[config.mk]
export PLATFORM = sky130hd
export DESIGN_NAME = mc_ctrl
export DESIGN_NICKNAME = d
export VERILOG_FILES = /design/src/rtl/mc_pkg.sv /design/src/rtl/mc_decode.sv /design/src/rtl/mc_ctrl.sv
export SDC_FILE = /design/constraint.sdc
export NUM_CORES = 1
export LEC_CHECK = 0
export BUFFER_PORTS_ARGS = -buffer_cell sky130_fd_sc_hd__buf_4
export CORE_ASPECT_RATIO = 1.1
export CORE_MARGIN = 1.5
export CORE_UTILIZATION = 30
export CTS_BUF_LIST = sky130_fd_sc_hd__clkbuf_4 sky130_fd_sc_hd__clkbuf_8
export DETAILED_ROUTE_END_ITERATION = 6
export GPL_ROUTABILITY_DRIVEN = 0
export MAX_ROUTING_LAYER = met4
export RECOVER_POWER = 100
export SLEW_MARGIN = 20
export SYNTH_ARGS = -nofsm -noshare
export SYNTH_HDL_FRONTEND = slang
export SYNTH_HIERARCHICAL = 1
export SYNTH_SLANG_ARGS = --single-unit
[constraint.sdc]
create_clock -name clk -period 3.06 [get_ports clk]
set_input_delay 0.153 -clock clk [delete_from_list [all_inputs] [get_ports clk]]
set_output_delay 0.153 -clock clk [all_outputs]
set_load 0.1 [all_outputs]
[src/rtl/mc_pkg.sv]
// rtl/mc_pkg.sv - shared encodings for the mc_ctrl multi-cycle control FSM
package mc_pkg;

   typedef enum logic [2:0] {
      S_FETCH  = 3'd0,
      S_DECODE = 3'd1,
      S_EXEC   = 3'd2,
      S_MEM    = 3'd3,
      S_WB     = 3'd4
   } state_t;

   // Opcode field instr[31:26]
   localparam logic [5:0] OP_RTYPE = 6'h00;
   localparam logic [5:0] OP_J     = 6'h02;
   localparam logic [5:0] OP_BEQ   = 6'h04;
   localparam logic [5:0] OP_ORI   = 6'h0D;
   localparam logic [5:0] OP_LUI   = 6'h0F;
   localparam logic [5:0] OP_LW    = 6'h23;
   localparam logic [5:0] OP_SW    = 6'h2B;

   // Function field instr[5:0] for R-type
   localparam logic [5:0] FN_ADDU  = 6'h21;
   localparam logic [5:0] FN_SUBU  = 6'h23;

   // Immediate extender ops
   localparam logic [1:0] EOP_SIGN = 2'b00;
   localparam logic [1:0] EOP_ZERO = 2'b01;
   localparam logic [1:0] EOP_LUI  = 2'b10;
   localparam logic [1:0] EOP_SHL2 = 2'b11;

   // ALU ops
   localparam logic [1:0] ALU_ADD  = 2'b00;
   localparam logic [1:0] ALU_SUB  = 2'b01;
   localparam logic [1:0] ALU_OR   = 2'b10;

   // PC source select
   localparam logic [1:0] PCSRC_ALU  = 2'b00;
   localparam logic [1:0] PCSRC_OUT  = 2'b01;
   localparam logic [1:0] PCSRC_JUMP = 2'b10;

   // ALU B operand select
   localparam logic [1:0] SRCB_RT   = 2'b00;
   localparam logic [1:0] SRCB_FOUR = 2'b01;
   localparam logic [1:0] SRCB_EXT  = 2'b10;

   // One-hot instruction class
   typedef struct packed {
      logic r_type;
      logic ori;
      logic lui;
      logic lw;
      logic sw;
      logic beq;
      logic j;
   } iclass_t;

endpackage

[src/rtl/mc_decode.sv]
// rtl/mc_decode.sv - combinational opcode/funct to instruction class decoder
module mc_decode
   import mc_pkg::*;
(
   input  logic [5:0] op,
   input  logic [5:0] funct,
   output iclass_t    cls,
   output logic       is_sub,
   output logic       illegal
);

   // Classify the instruction; anything not recognised is illegal
   always_comb begin
      cls     = '0;
      is_sub  = 1'b0;
      illegal = 1'b0;
      case (op)
         OP_RTYPE: begin
            if (funct == FN_ADDU) begin
               cls.r_type = 1'b1;
            end else if (funct == FN_SUBU) begin
               cls.r_type = 1'b1;
               is_sub     = 1'b1;
            end else begin
               illegal = 1'b1;
            end
         end
         OP_ORI:  cls.ori = 1'b1;
         OP_LUI:  cls.lui = 1'b1;
         OP_LW:   cls.lw  = 1'b1;
         OP_SW:   cls.sw  = 1'b1;
         OP_BEQ:  cls.beq = 1'b1;
         OP_J:    cls.j   = 1'b1;
         default: illegal = 1'b1;
      endcase
   end

endmodule

[src/rtl/mc_ctrl.sv]
// rtl/mc_ctrl.sv - multi-cycle fetch/decode/exec/mem/wb control FSM
module mc_ctrl
   import mc_pkg::*;
#(
   parameter int RET_W = 32
) (
   input  logic             clk,
   input  logic             reset,
   input  logic [31:0]      instr,
   input  logic             zero,
   input  logic             mem_ready,
   output logic             mem_req,
   output logic             mem_we,
   output logic             iord,
   output logic             ir_wr,
   output logic             pc_wr,
   output logic             pc_wr_cond,
   output logic [1:0]       pc_src,
   output logic [1:0]       eop,
   output logic             alu_src_a,
   output logic [1:0]       alu_src_b,
   output logic [1:0]       alu_op,
   output logic             reg_wr,
   output logic             reg_dst,
   output logic             mem_to_reg,
   output logic             illegal,
   output logic [RET_W-1:0] retired
);

   state_t           state_q, state_d;
   logic [RET_W-1:0] retired_q, retired_d;
   iclass_t          cls;
   logic             is_sub;
   logic             dec_illegal;
   logic [1:0]       eop_instr;
   logic             unused_bits;

   // The branch decision is taken in the datapath via pc_wr_cond, so zero
   // and the register/immediate fields are not needed here
   assign unused_bits = ^{instr[25:6], zero};

   mc_decode u_decode (
      .op      (instr[31:26]),
      .funct   (instr[5:0]),
      .cls     (cls),
      .is_sub  (is_sub),
      .illegal (dec_illegal)
   );

   // Extender op used from EXEC onward; held for the whole instruction
   assign eop_instr = cls.ori ? EOP_ZERO : (cls.lui ? EOP_LUI : EOP_SIGN);

   // Retired count is hidden while reset is held
   assign retired = reset ? retired_q : '0;

   // Next-state, retirement and Moore control outputs
   always_comb begin
      state_d    = state_q;
      retired_d  = retired_q;
      mem_req    = 1'b0;
      mem_we     = 1'b0;
      iord       = 1'b0;
      ir_wr      = 1'b0;
      pc_wr      = 1'b0;
      pc_wr_cond = 1'b0;
      pc_src     = PCSRC_ALU;
      eop        = EOP_SIGN;
      alu_src_a  = 1'b0;
      alu_src_b  = SRCB_RT;
      alu_op     = ALU_ADD;
      reg_wr     = 1'b0;
      reg_dst    = 1'b0;
      mem_to_reg = 1'b0;
      illegal    = 1'b0;
      case (state_q)
         S_FETCH: begin
            mem_req   = 1'b1;
            alu_src_b = SRCB_FOUR;
            if (mem_ready) begin
               ir_wr   = 1'b1;
               pc_wr   = 1'b1;
               state_d = S_DECODE;
            end
         end
         S_DECODE: begin
            // Precompute branch target into ALUOut
            eop       = EOP_SHL2;
            alu_src_b = SRCB_EXT;
            if (dec_illegal) begin
               illegal = 1'b1;
               state_d = S_FETCH;
            end else begin
               state_d = S_EXEC;
            end
         end
         S_EXEC: begin
            eop = eop_instr;
            if (cls.r_type) begin
               alu_src_a = 1'b1;
               alu_op    = is_sub ? ALU_SUB : ALU_ADD;
               state_d   = S_WB;
            end else if (cls.ori || cls.lui) begin
               alu_src_a = 1'b1;
               alu_src_b = SRCB_EXT;
               alu_op    = ALU_OR;
               state_d   = S_WB;
            end else if (cls.lw || cls.sw) begin
               alu_src_a = 1'b1;
               alu_src_b = SRCB_EXT;
               state_d   = S_MEM;
            end else if (cls.beq) begin
               alu_src_a  = 1'b1;
               alu_op     = ALU_SUB;
               pc_wr_cond = 1'b1;
               pc_src     = PCSRC_OUT;
               retired_d  = retired_q + 1'b1;
               state_d    = S_FETCH;
            end else if (cls.j) begin
               pc_wr     = 1'b1;
               pc_src    = PCSRC_JUMP;
               retired_d = retired_q + 1'b1;
               state_d   = S_FETCH;
            end else begin
               state_d = S_FETCH;
            end
         end
         S_MEM: begin
            eop     = eop_instr;
            mem_req = 1'b1;
            iord    = 1'b1;
            mem_we  = cls.sw;
            if (mem_ready) begin
               if (cls.sw) begin
                  retired_d = retired_q + 1'b1;
                  state_d   = S_FETCH;
               end else begin
                  state_d = S_WB;
               end
            end
         end
         S_WB: begin
            eop        = eop_instr;
            reg_wr     = 1'b1;
            reg_dst    = cls.r_type;
            mem_to_reg = cls.lw;
            retired_d  = retired_q + 1'b1;
            state_d    = S_FETCH;
         end
         default: state_d = S_FETCH;
      endcase
      // All controls are quiet while reset is held, withdrawing any request
      if (!reset) begin
         mem_req    = 1'b0;
         mem_we     = 1'b0;
         iord       = 1'b0;
         ir_wr      = 1'b0;
         pc_wr      = 1'b0;
         pc_wr_cond = 1'b0;
         pc_src     = PCSRC_ALU;
         eop        = EOP_SIGN;
         alu_src_a  = 1'b0;
         alu_src_b  = SRCB_RT;
         alu_op     = ALU_ADD;
         reg_wr     = 1'b0;
         reg_dst    = 1'b0;
         mem_to_reg = 1'b0;
         illegal    = 1'b0;
      end
   end

   // State and retired-counter registers with synchronous active-low reset
   always_ff @(posedge clk) begin
      if (!reset) begin
         state_q   <= S_FETCH;
         retired_q <= '0;
      end else begin
         state_q   <= state_d;
         retired_q <= retired_d;
      end
   end

endmodule

* Word-level counts from Yosys, hierarchy flattened
Index checks and enable logic that the tools add are counted.
** Word-level totals
- Output and inout bits :: 51
- Word-level logic and storage cells :: 122
- Bits in registers :: 35
** Operators by class
- $add $sub $neg :: 1
- Reduce and logical (&&, ||, !) cells :: 10
- Mux-type cells :: 90
- Equality and inequality tests :: 19
** Operators with widths (count)
- 32-bit 2-to-1 mux :: 8
- 32-bit one-hot mux with 3 select lines :: 1
- 1-bit 2-to-1 mux :: 51
- 2-bit 2-to-1 mux :: 20
- 32-bit by 1-bit adder with 32-bit output, second input constant :: 1
- 6-bit == test, second input constant :: 4
- 3-bit 2-to-1 mux :: 5
- 6-bit by 4-bit == test with 1-bit output, second input constant :: 2
- 2-bit != test, second input constant :: 6
- 3-bit one-hot mux with 4 select lines :: 1
- 7-bit AND reduction :: 1
- 3-bit by 2-bit == test with 1-bit output, second input constant :: 2
- 6-bit by 2-bit == test with 1-bit output, second input constant :: 1
- 6-bit by 3-bit == test with 1-bit output, second input constant :: 1
- 6-bit zero test :: 1
- 2-bit one-hot mux with 3 select lines :: 1
- 6-bit OR reduction :: 1
- 1-bit one-hot mux with 2 select lines :: 2
- 2-bit one-hot mux with 2 select lines :: 1
- 3-bit by 1-bit == test with 1-bit output, second input constant :: 1
- 3-bit == test, second input constant :: 1
- 3-bit zero test :: 1
- 3-bit != test, second input constant :: 1
- 3-bit nonzero test :: 1
- 4 further kinds :: 5

* Logic depth before layout (Yosys ltp)
- Depth in word-level cells :: 9
- Depth in mapped cells :: 10
- Depth with buffers taken out :: 8

* Cells and area by module
The synthesis kept the hierarchy.
** Modules (own cells, without submodules)
- mc_ctrl :: cells an instance 285, sequential area each 700.7 sq um, area each 2215.9 sq um, times used 1
- mc_decode :: cells an instance 24, sequential area each 0.0 sq um, area each 141.4 sq um, times used 1

* Worst setup path after synthesis
No wires, ideal clock.
- Path type :: register to output
- Start point :: register state_q[0]
- End point :: output port mem_req
- Data arrival time :: 3352 ps
- Cell stages (with the launch flop) :: 4
- Slack :: -445 ps
- Path through :: dfxtp_1 -> clkbuf_1 -> nor3_1 -> or2_2
** Between the ends
- Cells in the longest elaborated chain, start to end :: 4
- Elaborated cells on any way between the ends :: 5
** RTL lines
- start, declared :: line mc_ctrl.sv:30 : state_t state_q, state_d;
- start signal, assigned :: line mc_ctrl.sv:177 : state_q <= state_d;
- 3-bit by 2-bit == test with 1-bit output or 3-bit zero test (tied branches) :: line mc_ctrl.sv:75 : case (state_q)
- 2-bit OR reduction (no source line) (*)
- 1-bit 2-to-1 mux (*) :: line mc_ctrl.sv:75
- 1-bit 2-to-1 mux (*) :: line mc_ctrl.sv:152 : if (!reset) begin
- end, declared :: line mc_ctrl.sv:12 : output logic mem_req,
Mark *: on every way between the ends. The rest lies on a longest branch, timed or not.

==> flow_metrics.env <==
export IMPL_cts_buffers_inserted=5
export IMPL_crit_type="in2reg"
export IMPL_ys_async_sr_fraction=0
export IMPL_yosys_cell_count_top_type="dfxtp_1"
export IMPL_worst_pin_slew_ns=1.23
export IMPL_startpoint_type="input pin"
export IMPL_yosysSeqAreaShare=0.297
export IMPL_synth_nets=346
export IMPL_hpwl_um=4440
export IMPL_antenna_found_initial=0
export IMPL_endpoint_kind="register"
export IMPL_synth_seq_cells=35
export IMPL_cp_arrival_ns=2.78
export IMPL_cap_violations=0
export IMPL_drive_above_1_share=0.164
export IMPL_synth_area_leaders="dfxtp_1 (30%), and2_1 (8.5%), a21oi_1 (6.8%)"
export IMPL_root_buffer="clkbuf_8"
export IMPL_start_util=0.314
export IMPL_n_antenna_cell=0
export IMPL_avgSynthCellArea_um2=7.63
export IMPL_cp_cell_sequence="clkbuf_1 > nand2_1 > nor4_1 > clkbuf_1 > or4_1 > o41ai_1 > a31oi_2 > buf_4 > or4_1 > a21oi_1"
export IMPL_area_growth_pct=20.0
export IMPL_fin_setup_tns_ns=0
export IMPL_cts_tree="yes"
export IMPL_outcome="complete, no violations"
export IMPL_wire_per_inst_um=12.7
export IMPL_synth_distinct_cells=53
export IMPL_viasPerCell=5.08
export IMPL_final_core_util=0.376
export IMPL_nets=408
export IMPL_place_area_um2=2920
export IMPL_synth_top_area_frac=0.297
export IMPL_syn_area_um2=2360
export IMPL_cp_max_fo=25
export IMPL_io_buffers=65
export IMPL_clock_skew_ns=0.00887
export IMPL_fin_crit_ns=2.57
export IMPL_dp_slack_ns=0.403
export IMPL_rsz0062_at_grt="false"
export IMPL_fillers=863
export IMPL_power_density_nw_per_um2=321
export IMPL_ctsHoldBuffers=0
export IMPL_drt_iter0_drc=77
export IMPL_ctsResizeCount=0
export IMPL_grt_pass1_vias=2167
export IMPL_ir_drop_uv=167
export IMPL_slew_viol_final=0
export IMPL_clock_sinks=35
export IMPL_hold_class="in2reg"
export IMPL_fin_area_um2=2830
export IMPL_synth_warnings=6
export IMPL_clk_pin_slew_worst_paths_ns=0.06
export IMPL_io_pins=87
export IMPL_cp_num_buf_inv=3
export IMPL_synth_largest_area_cell="dfxtp_1"
export IMPL_grt_max_degree=35
export IMPL_syn_inst=309
export IMPL_crit_family="simple AND/OR/NAND/NOR gates"
export IMPL_cts_max_path_buffers=2
export IMPL_leakage_nw=1.00
export IMPL_rows=33
export IMPL_via_count=2419
export IMPL_cp_depth=10
export IMPL_rr_worst_depth=6
export IMPL_core_um2=7510
export IMPL_htree_levels=2
export IMPL_dieHeight_um=96.0
export IMPL_max_freq_ghz=0.388
export IMPL_grt_total_usage=0.150
export IMPL_route_detailed_drc=0
export IMPL_ys_top_cells_by_count="dfxtp_1 (35), a21oi_1 (32), and2_1 (32)"
export IMPL_grt_pass1_wl_um=9920
export IMPL_synth_edff_count=0
export IMPL_slowest_delay_ns=0.69
export IMPL_hold_viol=0
export IMPL_dieArea_um2=8400
export IMPL_dr_pass1_iters=4
export IMPL_die_w_um=87.5
export IMPL_worstPathRequired_ns=3.27
export IMPL_cp_slowest_cell="or4_1"
export IMPL_post_cts_buffers=0
export IMPL_setup_slack_ns=0.486
export IMPL_grt_ovfl_total=0
export IMPL_setup_viol=0
export IMPL_drt_wl_total_um=6070
export IMPL_postRouteAntennaNets=0
export IMPL_stdcell_count=476
export IMPL_whs_path_depth=4
export IMPL_synth_flop_cell="dfxtp_1"
export IMPL_dp_cells=469
export IMPL_clk_latency_ns=0.29
export IMPL_min_period_over_period=0.841
export IMPL_max_slew_margin_rel=0.181
[metal layers]
metal,vias to the layer above,share of wire,global-route usage
met5,-,0,-
met4,0,0.021,0.0542
met3,11,0.037,0.0249
met2,42,0.47,0.246
met1,1137,0.48,0.187
li1,1229,-,-
[worst paths after layout]
kind | slack [ns] | to | start
setup / recovery | 0.49 | retired_q[14] | instr[27]
hold / removal | 0.26 | state_q[1] | mem_ready
setup reg to reg | 0.79 | retired_q[19] | retired_q[4]
hold reg to reg | 0.48 | retired_q[7] | retired_q[7]
[worst min-delay path, delay by kind of cell]
| kind | cells | cell delay [ns] |
|---|---|---|
| buffers and inverters | 1 | 0.12 |
| AND/OR/NAND/NOR | 1 | 0.06 |
| AO/OA/AOI/OAI | 2 | 0.16 |
[cell type report]
| type | count | area [um^2] | share of cell area |
|---|---|---|---|
| timing repair buffer | 71 | 383 | 0.135 |
| multi-input combinational | 246 | 1480 | 0.523 |
| clock buffer | 6 | 82.6 | 0.0292 |
| sequential | 35 | 701 | 0.248 |
| tap | 105 | 131 | 0.0465 |
| clock inverter | 1 | 5.00 | 0.00177 |
| inverter | 12 | 45.0 | 0.0159 |
[where the power goes]
| group | internal [W] | total, W | switching, W |
|---|---|---|---|
| combinational | 0.0000292 | 0.000112 | 0.0000828 |
| sequential | 0.000456 | 0.000459 | 0.00000292 |
| clock | 0.000177 | 0.000337 | 0.000161 |
| total | 0.000662 | 0.000909 | 0.000246 |
[cells in the final DEF (no fill, tap or decap), drive strengths merged, types with 2 or more instances in the layout]
cell and instances:
clkbuf 49, dfxtp 35, and2 33, a21oi 32
buf 28, nand2 24, nor2 21, o21ai 20
or3 20, and3 13, inv 12, nor3 10
nand4 9, nand3 9, or4 8, o31ai 7
nor4 4, or2 3, xor2 3, nor2b 2
and2b 2, nor3b 2, nand2b 2, nand3b 2
o211ai 2, a31oi 2
[stage by stage]
stage / hold slack [ns] / total power [W]
floorplan: 0.377 / 0.000553
global placement: 0.468 / 0.000586
detailed placement: 0.482 / 0.000587
CTS: 0.250 / 0.000926
global route: 0.273 / 0.000949
finish: 0.261 / 0.000909
[sequential cells by signal (all words and copies together) (netlist names)]
name	count
retired_q	32
state_q	3
[cell families (layout without fill, tap and decap cells)]
family,count (synthesis),after routing,share of synthesized area
mux,2,2,0.00902
fa+ha+maj,1,1,0.00531
flops,35,35,0.297
xor+xnor,4,4,0.0149
buf+inv,28,90,0.0648
compound gates,72,72,0.198
simple gates,167,167,0.411
No activity file was read; power rests on OpenSTA's default activity.
